**src/rtl/counter_countdown_pkg.sv**
```systemverilog
// Shared types and helpers for the countdown timer: state encoding, default sizing
// and a saturating clamp for load values.
package counter_countdown_pkg;

    localparam int CD_MAX   = 12;
    localparam int CD_WIDTH = $clog2(CD_MAX + 1);

    typedef enum logic [1:0] {
        IDLE = 2'd0,
        RUN  = 2'd1,
        DONE = 2'd2
    } Counter_countdown_state_T;

    function automatic logic [CD_WIDTH-1:0] sat(input logic [CD_WIDTH-1:0] d,
                                                input logic [CD_WIDTH-1:0] max_v);
        return (d > max_v) ? max_v : d;
    endfunction

endpackage

```
**src/rtl/counter_countdown_if.sv**
```systemverilog
// Load/enable/status bundle between a countdown timer and whoever drives it.
interface counter_countdown_if
    import counter_countdown_pkg::*;
#(
    parameter int WIDTH = CD_WIDTH
);
    logic [WIDTH-1:0] d_i;
    logic             load_i;
    logic             enable_i;
    logic             periodic_i;
    logic [WIDTH-1:0] q_o;
    logic             zero_o;
    logic             expire_o;
    logic             running_o;
    logic             done_o;

    modport master (
        output d_i, load_i, enable_i, periodic_i,
        input  q_o, zero_o, expire_o, running_o, done_o
    );

    modport slave (
        input  d_i, load_i, enable_i, periodic_i,
        output q_o, zero_o, expire_o, running_o, done_o
    );
endinterface

```
**src/rtl/counter_countdown_saturate.sv**
```systemverilog
// Combinational clamp of a load value to MAX; the compare is done at full width so
// it stays correct when MAX is not of the form 2^n-1.
module counter_countdown_saturate #(
    parameter int MAX   = 12,
    parameter int WIDTH = $clog2(MAX + 1)
) (
    input  logic [WIDTH-1:0] d_i,
    output logic [WIDTH-1:0] q_o
);
    localparam logic [WIDTH-1:0] MAX_W = WIDTH'(MAX);

    assign q_o = (d_i > MAX_W) ? MAX_W : d_i;
endmodule

```
**src/rtl/counter_countdown.sv**
```systemverilog
// Down-counting timer: loads a saturated value, decrements on enabled cycles and
// pulses expire at terminal count, either stopping (one-shot) or re-arming (periodic).
module counter_countdown
    import counter_countdown_pkg::*;
#(
    parameter int MAX = CD_MAX
) (
    input  logic                clk,
    input  logic                rst,
    counter_countdown_if.slave  bus
);
    localparam int WIDTH = $clog2(MAX + 1);

    Counter_countdown_state_T state_q, state_d;
    logic [WIDTH-1:0]         q_q, q_d;
    logic [WIDTH-1:0]         reload_q, reload_d;
    logic                     expire_q, expire_d;
    logic [WIDTH-1:0]         d_sat;

    counter_countdown_saturate #(
        .MAX   (MAX),
        .WIDTH (WIDTH)
    ) u_sat (
        .d_i (bus.d_i),
        .q_o (d_sat)
    );

    always_ff @(posedge clk) begin
        if (rst) begin
            state_q  <= IDLE;
            q_q      <= '0;
            reload_q <= '0;
            expire_q <= 1'b0;
        end else begin
            state_q  <= state_d;
            q_q      <= q_d;
            reload_q <= reload_d;
            expire_q <= expire_d;
        end
    end

    always_comb begin
        state_d  = state_q;
        q_d      = q_q;
        reload_d = reload_q;
        expire_d = 1'b0;
        if (bus.load_i) begin
            reload_d = d_sat;
            q_d      = d_sat;
            state_d  = (d_sat != '0) ? RUN : IDLE;
        end else if (state_q == RUN && bus.enable_i) begin
            if (q_q > WIDTH'(1)) begin
                q_d = q_q - WIDTH'(1);
            end else begin
                // Terminal step: count reached the end of this period.
                expire_d = 1'b1;
                if (bus.periodic_i) begin
                    q_d = reload_q;
                end else begin
                    q_d     = '0;
                    state_d = DONE;
                end
            end
        end
    end

    assign bus.q_o       = q_q;
    assign bus.zero_o    = (q_q == '0);
    assign bus.expire_o  = expire_q;
    assign bus.running_o = (state_q == RUN);
    assign bus.done_o    = (state_q == DONE);
endmodule

```
**src/flat_wrapper.sv**
```systemverilog
// flat-port wrapper written by rule: the top's interface ports become plain ports
module counter_countdown_flat import counter_countdown_pkg::*;
#(
    parameter int MAX = CD_MAX
)
  (clk, rst, bus_d_i, bus_load_i, bus_enable_i, bus_periodic_i, bus_q_o, bus_zero_o, bus_expire_o, bus_running_o, bus_done_o);
  counter_countdown_if #(.WIDTH(4)) bus_i ();
  input  logic clk;
  input  logic rst;
  input wire logic [$bits(bus_i.d_i)-1:0] bus_d_i;
  input wire logic [$bits(bus_i.load_i)-1:0] bus_load_i;
  input wire logic [$bits(bus_i.enable_i)-1:0] bus_enable_i;
  input wire logic [$bits(bus_i.periodic_i)-1:0] bus_periodic_i;
  output wire logic [$bits(bus_i.q_o)-1:0] bus_q_o;
  output wire logic [$bits(bus_i.zero_o)-1:0] bus_zero_o;
  output wire logic [$bits(bus_i.expire_o)-1:0] bus_expire_o;
  output wire logic [$bits(bus_i.running_o)-1:0] bus_running_o;
  output wire logic [$bits(bus_i.done_o)-1:0] bus_done_o;
  assign bus_i.d_i = bus_d_i;
  assign bus_i.load_i = bus_load_i;
  assign bus_i.enable_i = bus_enable_i;
  assign bus_i.periodic_i = bus_periodic_i;
  assign bus_q_o = bus_i.q_o;
  assign bus_zero_o = bus_i.zero_o;
  assign bus_expire_o = bus_i.expire_o;
  assign bus_running_o = bus_i.running_o;
  assign bus_done_o = bus_i.done_o;
  counter_countdown #(.MAX(MAX)) u_core (.clk(clk), .rst(rst), .bus(bus_i));
endmodule
```
**config.mk**
```make
export PLATFORM = sky130hd
export DESIGN_NAME = counter_countdown_flat
export DESIGN_NICKNAME = d
export VERILOG_FILES = /design/src/rtl/counter_countdown_pkg.sv /design/src/rtl/counter_countdown_if.sv /design/src/rtl/counter_countdown_saturate.sv /design/src/rtl/counter_countdown.sv /design/src/flat_wrapper.sv
export SDC_FILE = /design/constraint.sdc
export NUM_CORES = 1
export LEC_CHECK = 0
export CAP_MARGIN = 5
export CORE_MARGIN = 3
export CORE_UTILIZATION = 45
export CTS_BUF_LIST = sky130_fd_sc_hd__clkbuf_4 sky130_fd_sc_hd__clkbuf_8
export DETAILED_ROUTE_END_ITERATION = 7
export PLACE_DENSITY = 0.86
export SETUP_SLACK_MARGIN = 0.3
export SYNTH_ARGS = -nofsm -noshare
export SYNTH_HDL_FRONTEND = slang
export SYNTH_HIERARCHICAL = 1
export SYNTH_SLANG_ARGS = --single-unit
```
**constraint.sdc**
```tcl
create_clock -name clk -period 2.41 [get_ports clk]
set_input_delay 0.241 -clock clk [delete_from_list [all_inputs] [get_ports clk]]
set_output_delay 0.241 -clock clk [all_outputs]
set_load 0.01 [all_outputs]
```
; Word-level counts from Yosys, hierarchy flattened
; Cells that the tools add are included.
[word_totals]
register_bits = 11
input_bits = 9
output_inout_bits = 8
[classes]
n_addsub = 1
order_cmp = 2
eq_ne = 4
mux = 11
bitwise = 1
n_reduce_logical = 6
[ops]
columns = cell, n
row1 = two-way mux 4 bit, 5
row2 = two-way mux 2 bit, 4
row3 = > comparator 4 x 1 -> 1 bit (second input constant), 1
row4 = > comparator 4 bit (second input constant), 1
row5 = zero test 4 bit, 1
row6 = inequality test 2 bit (second input constant), 2
row7 = nonzero test 4 bit, 1
row8 = subtractor 4 x 1 -> 4 bit (second input constant), 1
row9 = AND reduction 3 bit, 1
row10 = OR reduction 3 bit, 1
row11 = == test 2 x 1 -> 1 bit (second input constant), 1
row12 = == test 2 bit (second input constant), 1
row13 = two-way mux 1 bit, 2
row14 = nonzero test 2 bit, 1
row15 = logical AND 1 bit, 1
row16 = inverter 1 bit, 1

; Logic depth before layout (Yosys ltp)
[depth]
ltp_word = 5
mapped_depth = 6
ltp_nobuf = 6

; By module
; The synthesis kept the hierarchy.
[modules_own_cells]
columns = mod, n_inst, cells_each, area_per_inst_um2, seq_area_each_um2
row1 = counter_countdown, 1, 73, 595.6, 220.2
row2 = counter_countdown_saturate, 1, 4, 22.5, 0.0

; Least setup slack after synthesis
; Ideal clock, no wire load.
[synth_timing]
kind = reg-to-reg
startpoint = register u_core.q_q[0] (netlist: u_core/bus.q_o[0])
endpoint = register u_core.q_q[0] (netlist: u_core/bus.q_o[0])
setup_time_ns = 0.074
t_arrival_ns = 1.517
t_required_ns = 2.336
path_slack_ns = 0.819
path_stages_with_launch = 7
n_path_buf = 0
period_less_slack_ns = 1.591
path_cell_list = dfxtp_1 > inv_1 > ha_1 > nor2_1 > nor2_1 > a2111o_1 > a31oi_1
[synth_between]
elab_chain_cells = 4
word_cells_on_any_way = 5
classes_between = 1 x add/sub / 1 x order compare / 3 x mux
[synth_rtl]
columns = item, line_no
row1 = from (decl), counter_countdown.sv:15  ; logic [WIDTH-1:0] q_q, q_d;
row2 = from (signal assigned), counter_countdown.sv:36  ; q_q <= q_d;
row3 = subtractor 4 x 1 -> 4 bit / > comparator 4 x 1 -> 1 bit (equally long branches), "counter_countdown.sv:53, counter_countdown.sv:52"
row4 = two-way mux 4 bit *, counter_countdown.sv:52  ; if (q_q > WIDTH'(1)) begin
row5 = two-way mux 4 bit *, counter_countdown.sv:51  ; end else if (state_q == RUN && bus.enable_i) begin
row6 = two-way mux 4 bit *, counter_countdown.sv:47  ; if (bus.load_i) begin
; Mark *: on every way between the ends. The rest lies on a longest branch, timed or not. The select of a mux whose other input is x is not followed.
; A chain may end at the register's enable or synchronous reset.

; Worst setup path in the final report
[layout_timing]
startpoint = register u_core.q_q[3] (netlist: u_core/bus.q_o[3])
endpoint = output port bus_zero_o
[layout_between]
elab_chain_cells = 1
[layout_rtl]
columns = item, line_no
row1 = zero test 4 bit, counter_countdown.sv:68  ; assign bus.zero_o = (q_q == '0);
row2 = to (decl), flat_wrapper.sv:15  ; output wire logic [$bits(bus_i.zero_o)-1:0] bus_zero_o;
; No other way between the ends.

==> metrics.txt <==
status=finished clean; met3 WL post-DR=between 60 and 70 microns; Min-Delay Path Class=flip-flop to flip-flop; met1 wire length=~680 microns; commonest non-fill, non-tap cell in the layout=clkdlybuf4s50_1; Synth-to-Final Area Change=31.4%; Critical Path, Cell by Cell=or2_1 -> nor2_1 -> clkdlybuf4s50_1; main combinational cell family by area after synthesis=simple AND/OR/NAND/NOR gates; Reg clk slew, reported paths=70 ps; PortBufs=16; Worst slew margin=70.4%; mapped cell area=roughly 620 sq um; area of the core=1200 sq um; die span in x=approximately 43 microns; synthesized flop and latch total=11; synthesized net count=89; Synth Area in Adders=about 6.1%; Leakage Power=approximately 0.3 nW; Crit-path slowest cell=clkdlybuf4s50_1; Power Dens Cells=525 nW/um^2; Synth top area share=between 30% and 40%; Worst-Skew Late Latency=270 ps; synth warn=6; routed length per instance=between 10 and 15 microns; Overflow after GRT=0; Root Buffer Master=clkbuf_4; leading area contributor after synthesis=dfxtp_1; highest routed layer=met4; f_max=between 500 and 600 MHz; most frequent cells in the layout=clkdlybuf4s50_1, dfxtp_1, nand2_1; first-pass GRT wire length=about 2.2 mm; CP Launch Type=flip-flop; CP bufs+invs=1; Final Hold Vio Count=0; CTS tree=done; clock tree sinks=11; CP endpoint kind=primary output; multi-input logic area=368 sq um; vias post-DR=between 600 and 700; crit share post-route=between 70% and 80%; share of post-route cells with drive strength above 1=9.68%; minimum clock period after layout=between 1500 and 2000 ps; diode count=0; GRT Total Usage=roughly 16%; ranking of synthesized cells by area=dfxtp_1, ha_1, a21oi_1; Compound-Gate Fraction of Synth Area=between 20% and 30%; Final Util=around two thirds; number of iterations in the first detailed-routing pass=4; TritonCTS Buffers=3; routability cong.=0.788; # resized after CTS=0; CP top delay family=buffers and inverters; via density per instance=around 5.6; crit-path max cell delay=roughly 530 ps; slew at the pin closest to its max-slew limit=443 ps; Critical Path AT=approximately 1600 ps; VDD IR max=0.283 mV; Nets=106; Synth cell types=30; Max Slew Vio Count=0; vias in the first global route=approximately 560; initial antenna violation count=0; Starting Density=between 50% and 60%; Fill cells=99; initial DRC count=5; final antenna-violating net count=0; mux share of post-synthesis cell area=about 1.8%; Core Rows=12; TNS Setup=0 ps; setup bufs post-CTS=0; sequential element share of the synthesized area=between 30% and 40%; Detailed Route WL=around 1.4 mm; Synth Area in XOR/XNOR=0%; CTS H-tree lvls=1; post-synthesis simple-gate area fraction=a little under a third; crit path kind=flip-flop to primary output; Routed met2 length=around 630 microns; die footprint=approximately 1900 sq um; largest net degree at the start of global routing=14; die height=roughly 43 microns; maximum fanout along the worst path=7; Register Area=220 sq um; post-route clock skew=~2.5 ps; hold buffer count at cts=0; drc violations=0; # IOs=17; endpoints failing setup=0; syn_area_per_cell=8.03 sq um; RSZ-0062 raised after global routing=no; Crit path required time=2170 ps; Clock Path Buffers=2; Max Cap Viol=0; Cells after Synth=a little under 80
-- registers in the layout, indices dropped and copies added (netlist names) --
signal	count
u_core/bus.expire_o	1
u_core/state_q	2
u_core/reload_q	4
u_core/bus.q_o	4
-- through the flow --
| step | hold slack (ps) | setup WS, ps | power (mW) | cell area, sq um | instances |
|---|---|---|---|---|---|
| 2_1_floorplan | 355 | 819 | 0.258 | 618 | 77 |
| 3_3_place_gp | 458 | 771 | 0.299 | 785 | 103 |
| 3_5_place_dp | 465 | 715 | 0.301 | 785 | 103 |
| 4_1_cts | 479 | 592 | 0.430 | 812 | 107 |
| 5_1_grt | 503 | 513 | 0.449 | 812 | 107 |
| 6_report | 484 | 612 | 0.426 | 812 | 107 |
-- path summary, 6_finish.rpt --
path | slack (ps) | cells after the start | start | end
hold / removal | 480 | 2 | u_core/reload_q[2] | u_core/reload_q[2]
setup reg to reg | 710 | 6 | u_core/bus.q_o[0] | u_core/bus.q_o[0]
hold reg to reg | 480 | 2 | u_core/reload_q[2] | u_core/reload_q[2]
setup / recovery | 610 | 3 | u_core/bus.q_o[3] | bus_zero_o
-- power breakdown --
| group | switching (mW) | internal [mW] | total [mW] |
|---|---|---|---|
| logic | 0.0474 | 0.0507 | 0.0981 |
| registers | 0.00872 | 0.191 | 0.200 |
| clock network | 0.0667 | 0.0615 | 0.128 |
| total | 0.123 | 0.304 | 0.426 |
-- cells in the mapped netlist --
cell type and n:
a2111o_1 1, a211oi_1 1, a21boi_1 2, a21oi_1 6, a311oi_1 1, a31oi_1 2
and2b_2 2, and3b_2 1, clkbuf_1 5, dfxtp_1 11, ha_1 3, inv_1 3
mux2_2 1, nand2_1 8, nand2b_1 4, nand3b_1 2, nor2_1 6, nor2b_1 1
nor3_1 5, nor4_1 1, o211ai_1 1, o21ai_0 1, o21ai_1 1, o22ai_1 1
o2bb2ai_1 1, o41ai_1 1, or2_1 1, or3_1 2, or3b_1 1, or4_1 1
-- layout make-up --
type | count | area share [%]
sequential | 11 | 27.1
inverter | 3 | 1.39
timing repair buffer | 17 | 20.6
clock buffer | 3 | 2.77
tap | 14 | 2.16
clock inverter | 1 | 0.616
multi-input combinational | 58 | 45.3
-- routing by layer --
metal / track usage [%] / vias up
met2: 26.3 / 20
met3: 6.78 / 4
li1: - / 307
met4: 4.82 / 0
met5: 0 / -
met1: 18.3 / 271
-- kinds of logic (layout without fill, tap and decap cells) --
family | Yosys count | in the layout
AO/OA/AOI/OAI | 19 | 19
buffers and inverters | 8 | 24
adder cells (fa/ha/maj) | 3 | 3
multiplexers | 1 | 1
AND/OR/NAND/NOR | 35 | 35
flip-flops | 11 | 11
-- worst min-delay path: cells and delay by family (launching register included) --
family	cells	cell delay, ps
DFF	1	320
AOI/OAI and AO/OA	1	60
and+or+nand+nor	1	60
Power figures use the tool's default switching activity.
